===== src/rtl/lcd_pkg.sv =====
// Shared constants, mode encoding and DDRAM address helpers for the LCD bus decoder.
package lcd_pkg;

    localparam logic [7:0] CMD_CLEAR     = 8'h01;
    localparam logic [7:0] CMD_HOME      = 8'h02;  // 8'h03 is also home
    localparam logic [7:0] CMD_SET_DDRAM = 8'h80;  // bit7 mask, low 7 bits = address
    localparam logic [7:0] CMD_FUNC_4BIT = 8'h20;
    localparam logic [7:0] CMD_FUNC_8BIT = 8'h30;

    localparam logic [6:0] LINE0_BASE = 7'h00;
    localparam logic [6:0] LINE1_BASE = 7'h40;
    localparam logic [6:0] LINE0_LAST = 7'h27;
    localparam logic [6:0] LINE1_LAST = 7'h67;
    localparam logic [6:0] FRAME_LAST = 7'h4F;

    typedef enum logic [1:0] {
        BOOT8  = 2'd0,
        NIB_HI = 2'd1,
        NIB_LO = 2'd2
    } mode_e;

    // Address lies inside one of the two DDRAM line windows
    function automatic logic addr_legal(input logic [6:0] a);
        return (a <= LINE0_LAST) || ((a >= LINE1_BASE) && (a <= LINE1_LAST));
    endfunction

    // Address maps onto one of the 16 visible columns of either line
    function automatic logic cell_hit(input logic [6:0] a);
        return (a <= 7'h0F) || ((a >= LINE1_BASE) && (a <= FRAME_LAST));
    endfunction

    // Visible cell index: line bit then column
    function automatic logic [4:0] cell_idx(input logic [6:0] a);
        return {a[6], a[3:0]};
    endfunction

    // Auto-increment with the controller's line wrap behaviour
    function automatic logic [6:0] next_addr(input logic [6:0] a);
        if (a == LINE0_LAST) return LINE1_BASE;
        if (a == LINE1_LAST) return LINE0_BASE;
        return a + 7'd1;
    endfunction

endpackage


===== src/rtl/lcd_strobe_sync.sv =====
// Registers the raw LCD bus once and flags the falling edge of the enable strobe.
module lcd_strobe_sync (
    input  logic       clk,
    input  logic       rst,
    input  logic       lcd_e,
    input  logic       lcd_rs,
    input  logic       lcd_rw,
    input  logic [3:0] lcd_dat,
    output logic       strobe,
    output logic [3:0] nib,
    output logic       rs,
    output logic       rw
);

    logic e_q;
    logic e_prev;

    // Single capture stage; e_prev clears on reset so no edge is seen until e is sampled high
    always_ff @(posedge clk or posedge rst) begin
        if (rst) begin
            e_q    <= 1'b0;
            e_prev <= 1'b0;
            rs     <= 1'b0;
            rw     <= 1'b0;
            nib    <= 4'h0;
        end else begin
            e_q    <= lcd_e;
            e_prev <= e_q;
            rs     <= lcd_rs;
            rw     <= lcd_rw;
            nib    <= lcd_dat;
        end
    end

    assign strobe = e_prev & ~e_q;

endmodule


===== src/rtl/lcd_bus_decoder.sv =====
// Snoops an HD44780 bus and rebuilds the 2x16 character screen plus command activity.
module lcd_bus_decoder
    import lcd_pkg::*;
#(
    parameter logic [7:0] CLEAR_CHAR = 8'h20
) (
    input  logic         clk,
    input  logic         rst,
    input  logic         lcd_e,
    input  logic         lcd_rs,
    input  logic         lcd_rw,
    input  logic [3:0]   lcd_dat,
    output logic [255:0] strdata,
    output logic         cmd_valid,
    output logic [7:0]   cmd_byte,
    output logic         frame_done,
    output logic         four_bit,
    output logic         proto_err
);

    logic       strobe, s_rs, s_rw, stb;
    logic [3:0] s_nib;

    mode_e      state, state_nx;
    logic [3:0] hi_nib;
    logic       hi_rs;
    logic [6:0] addr;
    logic [0:31][7:0] cells;  // cell 0 sits in the MSB byte

    logic       commit, commit_rs, rs_err, latch_hi;
    logic [7:0] commit_byte;

    lcd_strobe_sync u_sync (
        .clk     (clk),
        .rst     (rst),
        .lcd_e   (lcd_e),
        .lcd_rs  (lcd_rs),
        .lcd_rw  (lcd_rw),
        .lcd_dat (lcd_dat),
        .strobe  (strobe),
        .nib     (s_nib),
        .rs      (s_rs),
        .rw      (s_rw)
    );

    // Read cycles never carry data for us
    assign stb     = strobe & ~s_rw;
    assign strdata = cells;

    // Mode register
    always_ff @(posedge clk or posedge rst) begin
        if (rst) state <= BOOT8;
        else     state <= state_nx;
    end

    // Mode transitions: function-set 4-bit leaves boot, nibble phases alternate
    always_comb begin
        state_nx = state;
        case (state)
            BOOT8:   if (commit && commit_byte == CMD_FUNC_4BIT) state_nx = NIB_HI;
            NIB_HI:  if (stb) state_nx = NIB_LO;
            NIB_LO:  if (stb) state_nx = NIB_HI;
            default: state_nx = BOOT8;
        endcase
    end

    // Byte assembly per mode; an rs change between nibbles drops the byte
    always_comb begin
        commit      = 1'b0;
        commit_rs   = 1'b0;
        commit_byte = 8'h00;
        rs_err      = 1'b0;
        latch_hi    = 1'b0;
        four_bit    = (state != BOOT8);
        case (state)
            BOOT8: begin
                if (stb && !s_rs) begin
                    commit      = 1'b1;
                    commit_byte = {s_nib, 4'h0};
                end
            end
            NIB_HI: latch_hi = stb;
            NIB_LO: begin
                if (stb) begin
                    if (s_rs == hi_rs) begin
                        commit      = 1'b1;
                        commit_rs   = hi_rs;
                        commit_byte = {hi_nib, s_nib};
                    end else begin
                        rs_err = 1'b1;
                    end
                end
            end
            default: ;
        endcase
    end

    // Command execution, screen writes and status outputs
    always_ff @(posedge clk or posedge rst) begin
        if (rst) begin
            hi_nib     <= 4'h0;
            hi_rs      <= 1'b0;
            addr       <= LINE0_BASE;
            cells      <= {32{CLEAR_CHAR}};
            cmd_byte   <= 8'h00;
            cmd_valid  <= 1'b0;
            frame_done <= 1'b0;
            proto_err  <= 1'b0;
        end else begin
            cmd_valid  <= 1'b0;
            frame_done <= 1'b0;
            if (latch_hi) begin
                hi_nib <= s_nib;
                hi_rs  <= s_rs;
            end
            if (rs_err) proto_err <= 1'b1;
            if (commit && !commit_rs) begin
                cmd_valid <= 1'b1;
                cmd_byte  <= commit_byte;
                if (commit_byte == CMD_CLEAR) begin
                    cells <= {32{CLEAR_CHAR}};
                    addr  <= LINE0_BASE;
                end else if (commit_byte[7:1] == CMD_HOME[7:1]) begin
                    addr <= LINE0_BASE;
                end else if ((commit_byte & CMD_SET_DDRAM) != 8'h00) begin
                    addr <= commit_byte[6:0];
                    if (!addr_legal(commit_byte[6:0])) proto_err <= 1'b1;
                end
            end else if (commit && commit_rs) begin
                if (cell_hit(addr)) cells[cell_idx(addr)] <= commit_byte;
                if (addr == FRAME_LAST) frame_done <= 1'b1;
                addr <= next_addr(addr);
            end
        end
    end

endmodule


===== config.mk =====
export PLATFORM = sky130hd
export DESIGN_NAME = lcd_bus_decoder
export DESIGN_NICKNAME = d
export VERILOG_FILES = /design/src/rtl/lcd_pkg.sv /design/src/rtl/lcd_strobe_sync.sv /design/src/rtl/lcd_bus_decoder.sv
export SDC_FILE = /design/constraint.sdc
export NUM_CORES = 1
export LEC_CHECK = 0
export ABC_AREA = 1
export CORE_MARGIN = 1.5
export CORE_UTILIZATION = 51
export CTS_CLUSTER_SIZE = 24
export DETAILED_ROUTE_END_ITERATION = 6
export HOLD_SLACK_MARGIN = 0.06
export PLACE_DENSITY_LB_ADDON = 0.12
export SYNTH_ARGS = -nofsm -noshare
export SYNTH_HDL_FRONTEND = slang
export SYNTH_SLANG_ARGS = --single-unit

===== constraint.sdc =====
create_clock -name clk -period 10.1 [get_ports clk]
set_input_delay 1.01 -clock clk [delete_from_list [all_inputs] [get_ports clk]]
set_output_delay 1.01 -clock clk [all_outputs]
set_load 0.01 [all_outputs]

Word-level counts from Yosys, hierarchy flattened:

Index checks and enable logic that the tools add are counted.

* register bits: 289
* input bits: 9
* output and inout port bits: 268
* logic and storage cells: 143

* add/subtract/negate cells: 1
* magnitude comparators: 8
* equal/unequal tests: 14
* multiplexer cells: 52
* bitwise logic cells: 5
* reduce and logical (&&, ||, !) cells: 18

Operators by type and width (count)
* 256-bit two-way mux: 4
* 256-bit bitwise mux: 1
* 7-bit two-way mux: 9
* 8-bit demux with 5-bit select: 1
* 8-bit two-way mux: 4
* 1-bit two-way mux: 27
* 8-bit case mux with 2 select lines: 1
* 7-bit == test, second input constant: 2
* 7-bit >= comparator, second input constant: 2
* 7-bit <= comparator, second input constant: 2
* 8-bit by 1-bit == test with 1-bit output, second input constant: 1
* 8-bit by 6-bit == test with 1-bit output, second input constant: 1
* 7-bit by 1-bit adder with 7-bit output, second input constant: 1
* 7-bit by 1-bit == test with 1-bit output, second input constant: 1
* 7-bit by 6-bit == test with 1-bit output, second input constant: 1
* 7-bit by 4-bit <= comparator with 1-bit output, second input constant: 1
* 7-bit by 6-bit <= comparator with 1-bit output, second input constant: 1
* 1-bit logical AND: 7
* 6-bit >= comparator, second input constant: 1
* 6-bit by 1-bit < comparator with 1-bit output, second input constant: 1
* 2-bit two-way mux: 3
* 2-bit != test, second input constant: 3
* 5-bit NOT with 6-bit output: 1
* 2-bit case mux with 3 select lines: 1
* 14 further kinds: 21

Longest topological paths before layout:

Gate-level depths: netlist of run 1.

* word-level depth: 16
* gate-level depth with buffers: 14
* gate-level depth less buffers: 13

Modules after synthesis:

Synthesis of run 1 repeated with hierarchy kept, for this count alone.

* cell total of the unflattened synthesis: 1451
* area total of the unflattened synthesis: 12614.6 um^2

Modules (own cells, without submodules)
* lcd_bus_decoder: instances 1, cells each 1440, area each 12400.6 um^2, sequential area each 7071.8 um^2
* lcd_strobe_sync: instances 1, cells each 11, area each 214.0 um^2, sequential area each 200.2 um^2

Worst setup path before layout of run 1:

OpenSTA, ideal clock, no wires.

* path kind: register to register
* start point: register u_sync.rs
* end point: register cells, in the netlist strdata[0]
* library setup time: 0.117 ns
* arrival time: 1.910 ns
* data required time: 9.983 ns
* path slack: 8.073 ns
* stages on the path, launching flop included: 14
* path buffers: 1
* clock period less this slack: 2.027 ns
* path through: dfrtp_1 ha_1 inv_1 nand2_2 nor2_4 nand2_1 nand2_2 nor2_4 nand3_2 nand2_4 buf_12 nand3_2 nand2_1 nand2_1

* cells in the longest elaborated chain, start to end: 8
* elaborated cells on any way between the ends: 26
* those cells by class: eq/ne (3); mux (15); reduce/logical (8)

Ends and longest elaborated chain
* start: declaration: RTL line lcd_strobe_sync.sv:11 `output logic rs,`
* start signal: assignment: RTL line lcd_strobe_sync.sv:29 `rs <= lcd_rs;`
* parallel branches: the longest is 8 deep, another holds 8-bit two-way mux
* end signal: assignment: RTL line lcd_bus_decoder.sv:104 `cells <= {32{CLEAR_CHAR}};`
* end signal: assignment: RTL line lcd_bus_decoder.sv:121 `cells <= {32{CLEAR_CHAR}};`
* end signal: indexed assignment: RTL line lcd_bus_decoder.sv:130 `if (cell_hit(addr)) cells[cell_idx(addr)] <= commit_byte;`
* end: declaration: RTL line lcd_bus_decoder.sv:28 `logic [0:31][7:0] cells;`

Parallel ways; which one is timed is not known. The select of a mux whose other input is x is not followed.
A chain may end at the register's enable or synchronous reset.

Final worst setup path of run 1:

* start point: register u_sync.rs
* end point: register cells, in the netlist strdata[156]

* cells in the longest elaborated chain, start to end: 8
* elaborated cells on any way between the ends: 26
* those cells by class: eq/ne (3); mux (15); reduce/logical (8)

Ends and longest elaborated chain
* parallel branches: the longest is 8 deep, another holds 8-bit two-way mux

Parallel ways; which one is timed is not known. The select of a mux whose other input is x is not followed.

==> results of run 1 <==
==> state kept, by name, indices dropped and copies added, names as in the netlist, 2 cells and up <==
signal / count
cmd_byte: 8
state: 2
strdata: 256
hi_nib: 4
addr: 7
u_sync.nib: 4
==> worst max-delay path: cells and delay by family (launching register included) <==
kind	cells	cell delay (ps)
adder cells (fa/ha/maj)	1	430
flip-flops	1	430
AND/OR/NAND/NOR	9	2590
==> routing by layer <==
metal  global-route usage  share of wire  wire length, um  vias up
li1                     -              -                -     5141
met1                0.380           0.44            15500     5191
met2                0.432           0.47            16600      365
met3               0.0379          0.061             2140       53
met4               0.0726          0.026              905        0
met5                    0              0                0        -
==> metrics by stage <==
| step | utilization | cells | area (um^2) |
|---|---|---|---|
| 2_1_floorplan | - | 1499 | 13000 |
| 3_3_place_gp | 0.633 | 2059 | 15900 |
| 3_5_place_dp | 0.633 | 2059 | 15900 |
| 4_1_cts | 0.677 | 2115 | 17000 |
| 5_1_grt | 0.677 | 2115 | 17000 |
| 6_report | 0.677 | 2115 | 17000 |
==> cell type report <==
cell class / instances / area [um^2] / share of cell area
inverter: 98 / 380 / 0.0224
sequential: 289 / 7270 / 0.428
tap: 330 / 413 / 0.0243
clock buffer: 47 / 936 / 0.0551
clock inverter: 9 / 151 / 0.00891
timing repair buffer: 283 / 2830 / 0.166
multi-input combinational: 1059 / 5010 / 0.295
==> cells by family (layout without fill, tap and decap cells) <==
kind of cell,after synthesis,count (layout)
flip-flops,289,289
AND/OR/NAND/NOR,1014,1014
AO/OA/AOI/OAI,38,38
adder cells (fa/ha/maj),5,5
buffers and inverters,151,437
XOR/XNOR,1,1
multiplexers,1,1
==> synth_stat cells <==
cell type	n
nand2_1	829
dfrtp_1	257
inv_1	93
nor2_1	36
nand4_1	35
nand3_1	33
dfstp_2	32
nor2_8	30
nand3_2	29
clkbuf_1	25
o21ai_0	22
buf_2	10
a21oi_1	7
nand2_2	7
buf_6	5
ha_1	5
inv_2	5
nor2_4	5
buf_4	4
o21ai_1	4
buf_1	3
buf_12	3
buf_8	3
nor2_2	3
nand2_4	2
nand3b_1	2
a21boi_4	1
a21oi_2	1
a31oi_1	1
mux2_2	1
nor3_1	1
nor3b_1	1
o21ai_2	1
o21bai_1	1
or2_2	1
xor2_1	1
==> power breakdown <==
group | switching, uW | internal, uW | total, uW
clock | 455 | 736 | 1190
combinational | 164 | 89.4 | 254
sequential | 32.5 | 1210 | 1240
total | 651 | 2040 | 2690
==> path summary, 6_finish.rpt <==
path                                      end        from  slack, ps
worst min-delay path            u_sync.e_prev  u_sync.e_q        390
worst max register to register   strdata[156]   u_sync.rs       6500
worst max-delay path             strdata[156]   u_sync.rs       6500
worst min register to register  u_sync.e_prev  u_sync.e_q        390
max in group asynchronous         strdata[38]         rst       7750
min in group asynchronous       u_sync.e_prev         rst       1000
==> impl_metrics.py, run 1 <==
metrics = {
    "power": {
        "p_leak_uw": 0.00945,
        "powerDensity_nw_per_um2": 158,
        "power_uw": 2690,
        "peakVddDrop_mv": 0.170,
    },
    "cts": {
        "cts_hold_buffers": 0,
        "cts_num_sinks": 289,
        "cts-buffers-inserted": 30,
        "clk_pin_slew_worst_paths_ps": 60,
        "cts_root_buf": "clkbuf_16",
        "cts_resized": 0,
        "cts_setup_buffers": 0,
        "ctsHtreeMaxLevel": 1,
        "max-clock-path-buffers": 3,
        "cts_tree": "done",
        "worstSkewPairLatency_ps": 550,
    },
    "floorplanning": {
        "num_rows": 58,
        "start_util": 0.517,
        "chipWidth_um": 163,
        "io-pin-count": 277,
        "core-area_um2": 25100,
        "die-area_um2": 26400,
        "die-height_um": 163,
    },
    "sta": {
        "period_share": 0.357,
        "fmax_mhz": 277,
        "finalSetupTns_ps": 0,
        "worstMarginPinSlew_ps": 1150,
        "slew_viol_final": 0,
        "setup_viol": 0,
        "slew-limit-headroom": 0.236,
        "hold_ws_ps": 391,
        "layout_setup_ws_ps": 6500,
        "hold_violations": 0,
        "rsz0062_at_grt": "false",
        "layout_min_cycle_time_ps": 3600,
        "clock_skew_ps": 9.95,
    },
    "synth": {
        "synth_cell_types": 36,
        "yosys-top-cells-area": "dfrtp_1, nand2_1, dfstp_2, nor2_8, inv_1",
        "synthAdderAreaFrac": 0.00482,
        "mappedNetlistNets": 1513,
        "synth_xor_xnor_area_share": 0.000675,
        "synth_top_family_by_area": "simple AND/OR/NAND/NOR gates",
        "yosys.area_share.simple": 0.362,
        "synth_seq_area_share": 0.560,
        "yosysTopAreaCellShare": 0.495,
        "synth_compound_area_frac": 0.0166,
        "yosys.area.top_type": "dfrtp_1",
        "synth_area_um2": 13000,
        "ys_ff_latch": 289,
        "avgSynthCellArea_um2": 8.66,
        "synthMuxAreaShare": 0.000867,
        "syn-instance-count": 1499,
        "yosysWarningCount": 0,
    },
    "worst_hold_path": {
        "hp-class": "register to register",
        "min_path_cells": 0,
    },
    "final_layout": {
        "final_cell_mix": "nand2_1, clkdlybuf4s50_1, dfrtp_1",
        "drive_gt1_frac": 0.0992,
        "layout_commonest_cell": "nand2_1",
        "fin_nets": 1775,
        "fill_cells": 2039,
        "area_delta_synth_final_pct": 30.9,
        "n_antenna_cell": 0,
    },
    "drt": {
        "num_vias": 10750,
        "drt_iter0_markers": 761,
        "drt_wl_total_um": 35100,
        "avgRoutedWirePerCell_um": 16.6,
        "dr.pass1.iters": 7,
        "drc_errors": 0,
        "antenna_left": 0,
        "routed_via_density": 5.08,
    },
    "placement": {
        "hpwl_um": 22700,
        "dp_slack_ps": 6530,
        "place.gp.congestion": 0.815,
        "port_buffers": 276,
    },
    "worst_setup_path": {
        "crit_chain": "ha_1, nor2_2, nand3_1, nand2_2, nor2_4, nand3_2, nand2_4, nand3_1, nand2_1, nand2_1",
        "start_kind": "register",
        "cp_slowest_cell": "nand2_4",
        "r2r_cells": 10,
        "path_class": "register to register",
        "cp.required_ps": 10530,
        "cp_data_arrival_time_ps": 4040,
        "crit_path_max_incr_delay_ps": 620,
        "critPathMaxFanout": 62,
        "end_kind": "register",
    },
    "job": {
        "drv_cap": 0,
    },
    "global_route": {
        "grt_max_degree": 159,
        "grt_overflow": 0,
        "track_usage": 0.267,
        "grt_pass1_wl_um": 55500,
        "antenna_found_initial": 0,
        "first_global_vias": 10060,
    },
    "run_status": {
        "status": "finished, final reports clean",
    },
}
Power figures use the tool's default switching activity.
==> run 2: changes to the inputs <==
==> constraint.sdc (replaced) <==
create_clock -name clk -period 3.4 [get_ports clk]
set_input_delay 0.34 -clock clk [delete_from_list [all_inputs] [get_ports clk]]
set_output_delay 0.34 -clock clk [all_outputs]
set_load 0.01 [all_outputs]
==> run 2 against run 1 <==
Against the previous run: combinational power grew to 3.1 times the previous value; clock skew is 5.5 ps higher; sequential power grew to 3.0 times the previous value; final cell count is 0.66% higher; worst setup slack worse by 5800 ps; first-iteration DRC count is 1.4% higher; utilization is 0.56 points higher; via count is 0.17% lower; wire length is 2.3% higher; hold slack worse by 170 ps; global-route usage is 0.93 points higher; largest cell class unchanged; largest power group unchanged.
==> impl_metrics.py, run 2 (synthesis gave the netlist of run 1 again) <==
metrics = {
    "placement": {
        "dpl_cell_area_um2": 16100,
        "hpwl_um": 23600,
        "port_buffers": 276,
        "place.gp.congestion": 0.871,
        "dp_slack_ps": 675,
        "dp.cells": 2073,
    },
    "cts": {
        "clk_pin_slew_worst_paths_ps": 60,
        "cts_tree": "done",
        "cts_hold_buffers": 0,
        "worstSkewPairLatency_ps": 560,
        "cts_resized": 0,
        "cts_root_buf": "clkbuf_16",
        "max-clock-path-buffers": 3,
        "ctsHtreeMaxLevel": 1,
        "cts_num_sinks": 289,
        "cts_setup_buffers": 0,
        "cts-buffers-inserted": 30,
    },
    "global_route": {
        "grt_pass1_wl_um": 57300,
        "first_global_vias": 10628,
        "antenna_found_initial": 0,
        "grt_max_degree": 98,
        "grt_overflow": 0,
        "track_usage": 0.277,
    },
    "sta": {
        "slew_viol_final": 0,
        "layout_min_cycle_time_ps": 2740,
        "slew-limit-headroom": 0.226,
        "setup_viol": 0,
        "hold_violations": 0,
        "period_share": 0.806,
        "rsz0062_at_grt": "false",
        "finalSetupTns_ps": 0,
        "worstMarginPinSlew_ps": 1160,
        "clock_skew_ps": 15.5,
        "layout_setup_ws_ps": 659,
        "fmax_mhz": 365,
    },
    "run_status": {
        "status": "finished, final reports clean",
    },
    "floorplanning": {
        "start_util": 0.517,
        "die-height_um": 163,
        "die-area_um2": 26400,
        "chipWidth_um": 163,
        "core-area_um2": 25100,
        "num_rows": 58,
        "io-pin-count": 277,
    },
    "worst_setup_path": {
        "critPathMaxFanout": 43,
        "cpMostUsedCell": "nand2_1",
        "crit_path_max_incr_delay_ps": 460,
        "cp_slowest_cell": "nand2_4",
        "start_kind": "register",
        "end_kind": "register",
        "cp.required_ps": 3840,
        "cp_data_arrival_time_ps": 3180,
        "crit_chain": "ha_1, nor2_1, nand3_1, nand2_1, nor2_1, nand3_2, nand2_4, buf_12, nand3_2, nand2_1, nand2_1",
        "path_class": "register to register",
    },
    "worst_hold_path": {
        "hp-class": "primary input to register",
    },
    "final_layout": {
        "final_cell_count_no_fill": 2129,
        "stdcell_area_um2": 17100,
        "final_cell_mix": "nand2_1, clkdlybuf4s50_1, dfrtp_1",
        "area_delta_synth_final_pct": 32.0,
        "layout_commonest_cell": "nand2_1",
        "fin_nets": 1789,
        "largest_reg_flops": 256,
        "fill_cells": 2099,
        "n_antenna_cell": 0,
        "drive_gt1_frac": 0.107,
    },
    "power": {
        "powerDensity_nw_per_um2": 462,
        "power_uw": 7910,
        "p_leak_uw": 0.00953,
        "peakVddDrop_mv": 0.439,
    },
    "drt": {
        "dr.pass1.iters": 5,
        "drt_iter0_markers": 772,
        "drc_errors": 0,
        "antenna_left": 0,
        "avgRoutedWirePerCell_um": 16.9,
        "routed_via_density": 5.04,
        "drt_wl_total_um": 35900,
        "num_vias": 10732,
    },
    "job": {
        "drv_cap": 0,
    },
}
run 2: per-layer routing:
metal,vias to the layer above,global-route usage,share of wire
li1,5165,-,-
met1,5148,0.374,0.43
met2,361,0.459,0.48
met3,58,0.0522,0.066
met4,0,0.0746,0.024
met5,-,0,0
run 2: worst paths after layout:
path / from / to / slack, ps / cells after the start
setup / recovery: u_sync.rs / strdata[177] / 660 / 11
hold / removal: lcd_dat[3] / u_sync.nib[3] / 220 / 1
setup reg to reg: u_sync.rs / strdata[177] / 660 / 11
hold reg to reg: u_sync.e_q / u_sync.e_prev / 390 / 0
max in group asynchronous: rst / strdata[133] / 2190 / 3
min in group asynchronous: rst / strdata[40] / 260 / 2
run 2: layout make-up:
cell class / count / area [um^2] / area share
Sequential cell: 289 / 7270 / 0.424
Clock buffer: 44 / 915 / 0.0534
Tap cell: 330 / 413 / 0.0241
Clock inverter: 12 / 138 / 0.00803
Inverter: 98 / 377 / 0.0220
Multi-Input combinational cell: 1059 / 5010 / 0.292
Timing Repair Buffer: 297 / 3010 / 0.176
run 2: critical path, delay by kind of cell, from the launching register on:
family	cells	cell delay, ps
AND/OR/NAND/NOR	9	1500
flip-flops	1	420
adder cells (fa/ha/maj)	1	410
buffers and inverters	1	250
run 2: power by group:
group / internal (uW) / switching, uW
Combinational: 279 / 499
Sequential: 3600 / 95.7
Clock: 2080 / 1360
Total: 5960 / 1960
run 2: stage by stage:
step | hold slack [ps] | util
2_1_floorplan | 371 | -
3_3_place_gp | 378 | 0.640
3_5_place_dp | 386 | 0.640
4_1_cts | 210 | 0.682
5_1_grt | 211 | 0.682
6_report | 221 | 0.682
